File: config.mk
export PLATFORM = sky130hd
export DESIGN_NAME = mix_columns_stage
export DESIGN_NICKNAME = d
export VERILOG_FILES = /design/src/rtl/mix_columns_stage.sv
export SDC_FILE = /design/constraint.sdc
export NUM_CORES = 2
export LEC_CHECK = 0
export CAP_MARGIN = 20
export CORE_ASPECT_RATIO = 1.1
export CORE_MARGIN = 3
export CORE_UTILIZATION = 58
export DETAILED_ROUTE_END_ITERATION = 8
export PLACE_DENSITY = 0.81
export SLEW_MARGIN = 20
export SYNTH_ARGS = -nofsm -noshare
export SYNTH_HDL_FRONTEND = slang
export SYNTH_SLANG_ARGS = --single-unit
File: constraint.sdc
create_clock -name clk -period 2.65 [get_ports clk]
set_input_delay 0.265 -clock clk [delete_from_list [all_inputs] [get_ports clk]]
set_output_delay 0.265 -clock clk [all_outputs]
set_load 0.01 [all_outputs]
File: src/rtl/mix_columns_stage.sv
// mix_columns_stage
// AES round-datapath stage that sits after ShiftRows. It applies MixColumns
// (encrypt) or InvMixColumns (decrypt) to a 128-bit state, or passes the state
// through unchanged for the final encrypt round. The datapath is a two-stage
// pipeline with valid/ready flow control on both sides.
//
// Byte layout: byte k of the state is the k-th byte counted from the most
// significant end of the 128-bit vector. In the hex notation used by FIPS-197,
// the first two digits are byte 0. Column c holds bytes 4c..4c+3, and row r of
// column c is byte 4c+r.
//
// Stage 1 registers each byte together with its xtime multiples (x2, x4, x8).
// Stage 2 combines those multiples into the column products and registers the
// result. The mode flags are registered next to the beat, so every beat keeps
// its own mode while it is in flight.

module mix_columns_stage #(
  parameter int CNT_W = 16
) (
  input  logic             clk,
  input  logic             rst_n,
  input  logic             in_valid,
  output logic             in_ready,
  input  logic [127:0]     in_data,
  input  logic             in_enc_en,
  input  logic             in_bypass,
  output logic             out_valid,
  input  logic             out_ready,
  output logic [127:0]     out_data,
  output logic [CNT_W-1:0] blk_cnt
);

  // ---------------------------------------------------------------------------
  // GF(2^8) helpers, reduction polynomial 0x11B
  // ---------------------------------------------------------------------------

  // Multiply by 2 in GF(2^8).
  function automatic logic [7:0] xtime(input logic [7:0] b);
    return {b[6:0], 1'b0} ^ (b[7] ? 8'h1B : 8'h00);
  endfunction

  // 3*a = 2*a ^ a
  function automatic logic [7:0] mul_03(input logic [7:0] b, input logic [7:0] x2);
    return x2 ^ b;
  endfunction

  // 9*a = 8*a ^ a
  function automatic logic [7:0] mul_09(input logic [7:0] b, input logic [7:0] x8);
    return x8 ^ b;
  endfunction

  // 11*a = 8*a ^ 2*a ^ a
  function automatic logic [7:0] mul_0b(input logic [7:0] b, input logic [7:0] x2,
                                        input logic [7:0] x8);
    return x8 ^ x2 ^ b;
  endfunction

  // 13*a = 8*a ^ 4*a ^ a
  function automatic logic [7:0] mul_0d(input logic [7:0] b, input logic [7:0] x4,
                                        input logic [7:0] x8);
    return x8 ^ x4 ^ b;
  endfunction

  // 14*a = 8*a ^ 4*a ^ 2*a
  function automatic logic [7:0] mul_0e(input logic [7:0] x2, input logic [7:0] x4,
                                        input logic [7:0] x8);
    return x8 ^ x4 ^ x2;
  endfunction

  // ---------------------------------------------------------------------------
  // Declarations
  // ---------------------------------------------------------------------------

  // Handshake terms
  logic             accept_s;    // upstream beat taken into S1 this cycle
  logic             s2_load_s;   // S1 beat moves into S2 this cycle
  logic             out_fire_s;  // downstream handshake this cycle

  // Stage-1 next-state values (input bytes and their xtime multiples)
  logic [7:0]       b_d  [16];
  logic [7:0]       x2_d [16];
  logic [7:0]       x4_d [16];
  logic [7:0]       x8_d [16];

  // Stage-1 registers
  logic             s1_v_q;
  logic             s1_enc_q;
  logic             s1_byp_q;
  logic [7:0]       s1_b_q  [16];
  logic [7:0]       s1_x2_q [16];
  logic [7:0]       s1_x4_q [16];
  logic [7:0]       s1_x8_q [16];

  // Stage-2 next-state value and registers
  logic [7:0]       mix_s [16];
  logic [127:0]     out_data_d;
  logic [127:0]     out_data_q;
  logic             out_valid_q;
  logic [CNT_W-1:0] blk_cnt_q;

  // ---------------------------------------------------------------------------
  // Flow control
  // ---------------------------------------------------------------------------

  // S2 can take the S1 beat when it is empty or is being drained this cycle.
  assign s2_load_s  = s1_v_q && (!out_valid_q || out_ready);
  // S1 can take a new beat when it is empty or is handing its beat to S2.
  assign in_ready   = !s1_v_q || s2_load_s;
  assign accept_s   = in_valid && in_ready;
  assign out_fire_s = out_valid_q && out_ready;

  // ---------------------------------------------------------------------------
  // Stage-1 datapath: unpack the bytes and precompute the xtime chain
  // ---------------------------------------------------------------------------

  for (genvar k = 0; k < 16; k++) begin : g_s1_byte
    assign b_d[k]  = in_data[127 - 8*k -: 8];
    assign x2_d[k] = xtime(b_d[k]);
    assign x4_d[k] = xtime(x2_d[k]);
    assign x8_d[k] = xtime(x4_d[k]);
  end

  // Stage-1 occupancy: set on accept, cleared when the beat leaves without a
  // replacement.
  always_ff @(posedge clk or negedge rst_n) begin
    if (!rst_n) begin
      s1_v_q <= 1'b0;
    end else if (accept_s) begin
      s1_v_q <= 1'b1;
    end else if (s2_load_s) begin
      s1_v_q <= 1'b0;
    end else begin
      s1_v_q <= s1_v_q;
    end
  end

  // Stage-1 payload: loads only on accept, so idle inputs never enter the pipe.
  always_ff @(posedge clk or negedge rst_n) begin
    if (!rst_n) begin
      s1_enc_q <= 1'b0;
      s1_byp_q <= 1'b0;
      for (int k = 0; k < 16; k++) begin
        s1_b_q[k]  <= 8'h00;
        s1_x2_q[k] <= 8'h00;
        s1_x4_q[k] <= 8'h00;
        s1_x8_q[k] <= 8'h00;
      end
    end else if (accept_s) begin
      s1_enc_q <= in_enc_en;
      s1_byp_q <= in_bypass;
      for (int k = 0; k < 16; k++) begin
        s1_b_q[k]  <= b_d[k];
        s1_x2_q[k] <= x2_d[k];
        s1_x4_q[k] <= x4_d[k];
        s1_x8_q[k] <= x8_d[k];
      end
    end else begin
      s1_enc_q <= s1_enc_q;
      s1_byp_q <= s1_byp_q;
      for (int k = 0; k < 16; k++) begin
        s1_b_q[k]  <= s1_b_q[k];
        s1_x2_q[k] <= s1_x2_q[k];
        s1_x4_q[k] <= s1_x4_q[k];
        s1_x8_q[k] <= s1_x8_q[k];
      end
    end
  end

  // ---------------------------------------------------------------------------
  // Stage-2 datapath: column mixing from the registered multiples
  // ---------------------------------------------------------------------------

  for (genvar c = 0; c < 4; c++) begin : g_col
    for (genvar r = 0; r < 4; r++) begin : g_row
      // Column byte indices for a_r, a_{r+1}, a_{r+2}, a_{r+3}, taken mod 4.
      localparam int I0 = 4*c + r;
      localparam int I1 = 4*c + ((r + 1) % 4);
      localparam int I2 = 4*c + ((r + 2) % 4);
      localparam int I3 = 4*c + ((r + 3) % 4);

      logic [7:0] enc_s;
      logic [7:0] dec_s;

      // MixColumns row: 2 3 1 1
      assign enc_s = s1_x2_q[I0]
                   ^ mul_03(s1_b_q[I1], s1_x2_q[I1])
                   ^ s1_b_q[I2]
                   ^ s1_b_q[I3];

      // InvMixColumns row: 0E 0B 0D 09
      assign dec_s = mul_0e(s1_x2_q[I0], s1_x4_q[I0], s1_x8_q[I0])
                   ^ mul_0b(s1_b_q[I1], s1_x2_q[I1], s1_x8_q[I1])
                   ^ mul_0d(s1_b_q[I2], s1_x4_q[I2], s1_x8_q[I2])
                   ^ mul_09(s1_b_q[I3], s1_x8_q[I3]);

      // Bypass takes priority over the mode flag.
      assign mix_s[I0] = s1_byp_q ? s1_b_q[I0] : (s1_enc_q ? enc_s : dec_s);
    end
  end

  for (genvar k = 0; k < 16; k++) begin : g_s2_pack
    assign out_data_d[127 - 8*k -: 8] = mix_s[k];
  end

  // Output register: loads on s2_load, empties on a handshake with no refill,
  // and holds while the downstream stalls.
  always_ff @(posedge clk or negedge rst_n) begin
    if (!rst_n) begin
      out_valid_q <= 1'b0;
      out_data_q  <= 128'd0;
    end else if (s2_load_s) begin
      out_valid_q <= 1'b1;
      out_data_q  <= out_data_d;
    end else if (out_fire_s) begin
      out_valid_q <= 1'b0;
      out_data_q  <= out_data_q;
    end else begin
      out_valid_q <= out_valid_q;
      out_data_q  <= out_data_q;
    end
  end

  // Completed-block counter: one step per output handshake, wraps naturally.
  always_ff @(posedge clk or negedge rst_n) begin
    if (!rst_n) begin
      blk_cnt_q <= {CNT_W{1'b0}};
    end else if (out_fire_s) begin
      blk_cnt_q <= blk_cnt_q + {{(CNT_W-1){1'b0}}, 1'b1};
    end else begin
      blk_cnt_q <= blk_cnt_q;
    end
  end

  assign out_valid = out_valid_q;
  assign out_data  = out_data_q;
  assign blk_cnt   = blk_cnt_q;

endmodule

==> flow_metrics.env <==
export IMPL_status="finished, final reports clean"
export IMPL_die_h_um=230
export IMPL_ys_flop_type="dfrtp_1"
export IMPL_rr_startpoint="s1_x4_q[124]"
export IMPL_gp_congestion=0.879
export IMPL_multiInputGateArea_um2=15100
export IMPL_rsz0062_at_grt="no"
export IMPL_drive_gt1_share_pct=13.9
export IMPL_wl_met1_um=26800
export IMPL_cts_tree="yes"
export IMPL_drt_total_wl_um=66100
export IMPL_holdWs_ps=260
export IMPL_post_route_min_period_ps=2450
export IMPL_clock_root_buffer="clkbuf_16"
export IMPL_core_area_um2=44800
export IMPL_highest_layer="met4"
export IMPL_fillers=3200
export IMPL_drtIter0Drc=1508
export IMPL_drv_cap=0
export IMPL_p_leak_uw=0.0137
export IMPL_cts_buffer_depth=3
export IMPL_syn_num_nets=2510
export IMPL_vias_per_cell=5.93
export IMPL_cts_sinks=420
export IMPL_post_place_cells=3077
export IMPL_die_x_um=210
export IMPL_cp_max_fo=4
export IMPL_worstMarginPinSlew_ps=850
export IMPL_path_clk_slew_ps=70
export IMPL_seqCellArea_um2=10500
export IMPL_slew_headroom_pct=43.4
export IMPL_layout_common_cells="dfrtp_1 (418), xnor2_1 (293), clkdlybuf4s50_1 (278)"
export IMPL_numCtsBuffers=47
export IMPL_power_density_nw_per_um2=1010
export IMPL_antenna_found_initial=1
export IMPL_crit_path_start_kind="flip-flop"
export IMPL_rows=81
export IMPL_postLayoutCoreUtil_pct=69.8
export IMPL_finalMaxSlewViolations=0
export IMPL_critPathArrivalTime_ps=2910
export IMPL_post_synth_num_cell_types=48
export IMPL_nNetsFinal=2681
export IMPL_wl_per_cell_um=20.9
export IMPL_criticalPathCategory="flip-flop to flip-flop"
export IMPL_vias=18800
export IMPL_area_growth_pct=18.2
export IMPL_grt_usage_pct=27.4
export IMPL_post_route_period_util_pct=92.4
export IMPL_dr_wl_met2_um=33200
export IMPL_io_pins=280
export IMPL_drt_pass1_iter_count=5
export IMPL_grt_ovfl_total=0
export IMPL_required_ps=3110
export IMPL_ys_ff_latch=420
export IMPL_fin_area_um2=31300
export IMPL_synth_edf_count=0
export IMPL_crit_path_end_kind="flip-flop"
export IMPL_clock_insertion_delay_worst_skew_ps=590
export IMPL_dieArea_um2=48200
export IMPL_drc=0
export IMPL_reg2reg_depth=5
export IMPL_syn_cell_area_um2=26500
export IMPL_tns_ps=0
export IMPL_final_hold_viol_count=0
export IMPL_ant_nets=0
export IMPL_ys_seq_area_share_pct=39.7
export IMPL_grt_pass1_vias=19400
export IMPL_portBuffers=279
export IMPL_syn_instance_count=2375
export IMPL_setup_violations=0
export IMPL_grt_pass1_wl_um=106000
export IMPL_avgSynthCellArea_um2=11.1
export IMPL_dpl_instance_area_um2=29700
export IMPL_cts_max_level=2
export IMPL_synthArstFlopShare_pct=100
export IMPL_cts_resized=0
export IMPL_hold_class="primary input to asynchronous set/reset pin"
export IMPL_grt_max_degree=164
export IMPL_fin_cells=3163
export IMPL_r2r_end="out_data[109]"
export IMPL_final_common_cell="dfrtp_1"
export IMPL_place_hpwl_um=47600
export IMPL_skew_ps=21.8
export IMPL_r2r_slack_ps=200
export IMPL_max_freq_ghz=0.409
export IMPL_initial_core_util_pct=59.0
export IMPL_ys_warnings_count=0
export IMPL_peakVddDrop_v=0.000648
export IMPL_dr_wl_met3_um=4090
==> worst max-delay path by stage <==
stage | start | cells past startpoint | slack, ps | endpoint
3_3_place_gp | s1_x4_q[124] | 5 | 460 | out_data[109]
4_1_cts | s1_x4_q[124] | 5 | 240 | out_data[109]
5_1_grt | s1_x4_q[100] | 5 | 110 | out_data[109]
6_report | s1_x4_q[124] | 5 | 200 | out_data[109]
2_1_floorplan | s1_x4_q[124] | 5 | 570 | out_data[109]
3_5_place_dp | s1_x4_q[124] | 5 | 320 | out_data[109]
==> power by group <==
group	internal [uW]	switching, uW	leakage (uW)
Combinational	8410	6860	0.00790
Clock	3820	2690	0.000760
Sequential	8090	1690	0.00506
==> cell type report <==
| type | count | area share, % |
|---|---|---|
| inverter | 2 | 0.0240 |
| clock inverter | 24 | 0.768 |
| clock buffer | 60 | 4.11 |
| timing repair buffer | 321 | 10.7 |
| tap | 581 | 2.32 |
| multi-input combinational | 1754 | 48.4 |
| antenna | 1 | 0.00800 |
| sequential | 420 | 33.6 |
==> per-stage QoR <==
stage / setup slack (ps) / power, uW
after floorplan: 572 / 20000
after global placement: 456 / 24400
after detailed placement: 315 / 25000
after CTS: 241 / 31700
after global routing: 111 / 33400
final: 203 / 31600
==> repair_timing <==
action                                 4_1_cts  5_1_grt
buffers inserted                             0        0
endpoints found under the hold margin       65        0
hold buffers                                 1        0
==> per-layer routing <==
metal,vias to the layer above,global-route usage [%]
met5,-,0
met4,0,9.25
met3,137,4.58
met2,651,46.7
met1,9371,35.7
li1,8604,-
==> state kept, by name, summed over array words and instances, names as in the netlist, 16 cells and up <==
name      cells
out_data    128
s1_b_q      112
s1_x2_q      64
s1_x4_q      48
s1_x8_q      48
blk_cnt      16
==> synth_stat cells (all sizes together), types with 3 or more instances <==
master | number | share of area [%]
a211o | 10 | 0.33
or3 | 10 | 0.24
nor4 | 68 | 1.6
clkbuf | 153 | 2.2
o31ai | 38 | 1.1
xor2 | 139 | 4.6
dfrtp | 420 | 40
a21oi | 40 | 0.76
and3 | 33 | 0.78
nand2 | 241 | 3.4
or2 | 30 | 0.71
o21ai | 233 | 4.4
nand4 | 12 | 0.28
nor3 | 10 | 0.19
o211a | 6 | 0.23
and4 | 3 | 0.099
a221oi | 62 | 2.1
xnor2 | 300 | 10
mux2i | 5 | 0.19
nand3 | 20 | 0.38
xnor3 | 155 | 13
mux2 | 195 | 8.3
nand2b | 37 | 0.88
a211oi | 6 | 0.17
a21boi | 4 | 0.11
buf | 46 | 0.88
xor3 | 11 | 1.0
and2 | 62 | 1.5
nor2 | 18 | 0.27
==> cell families after synthesis <==
family	Yosys count	synth area share [%]
multiplexers	200	8.49
AO/OA/AOI/OAI	402	9.24
XOR/XNOR	605	29.0
adder cells (fa/ha/maj)	1	0.0473
buffers and inverters	201	3.08
flip-flops	420	39.7
AND/OR/NAND/NOR	546	10.4
==> worst max-delay path: stages, from the launching register on <==
cell and delay, ps:
dfrtp_1 410, xnor2_1 420, xnor3_1 430, nor2_1 280
mux2_2 400, o41ai_1 390
(Power assumes the default switching activity.)
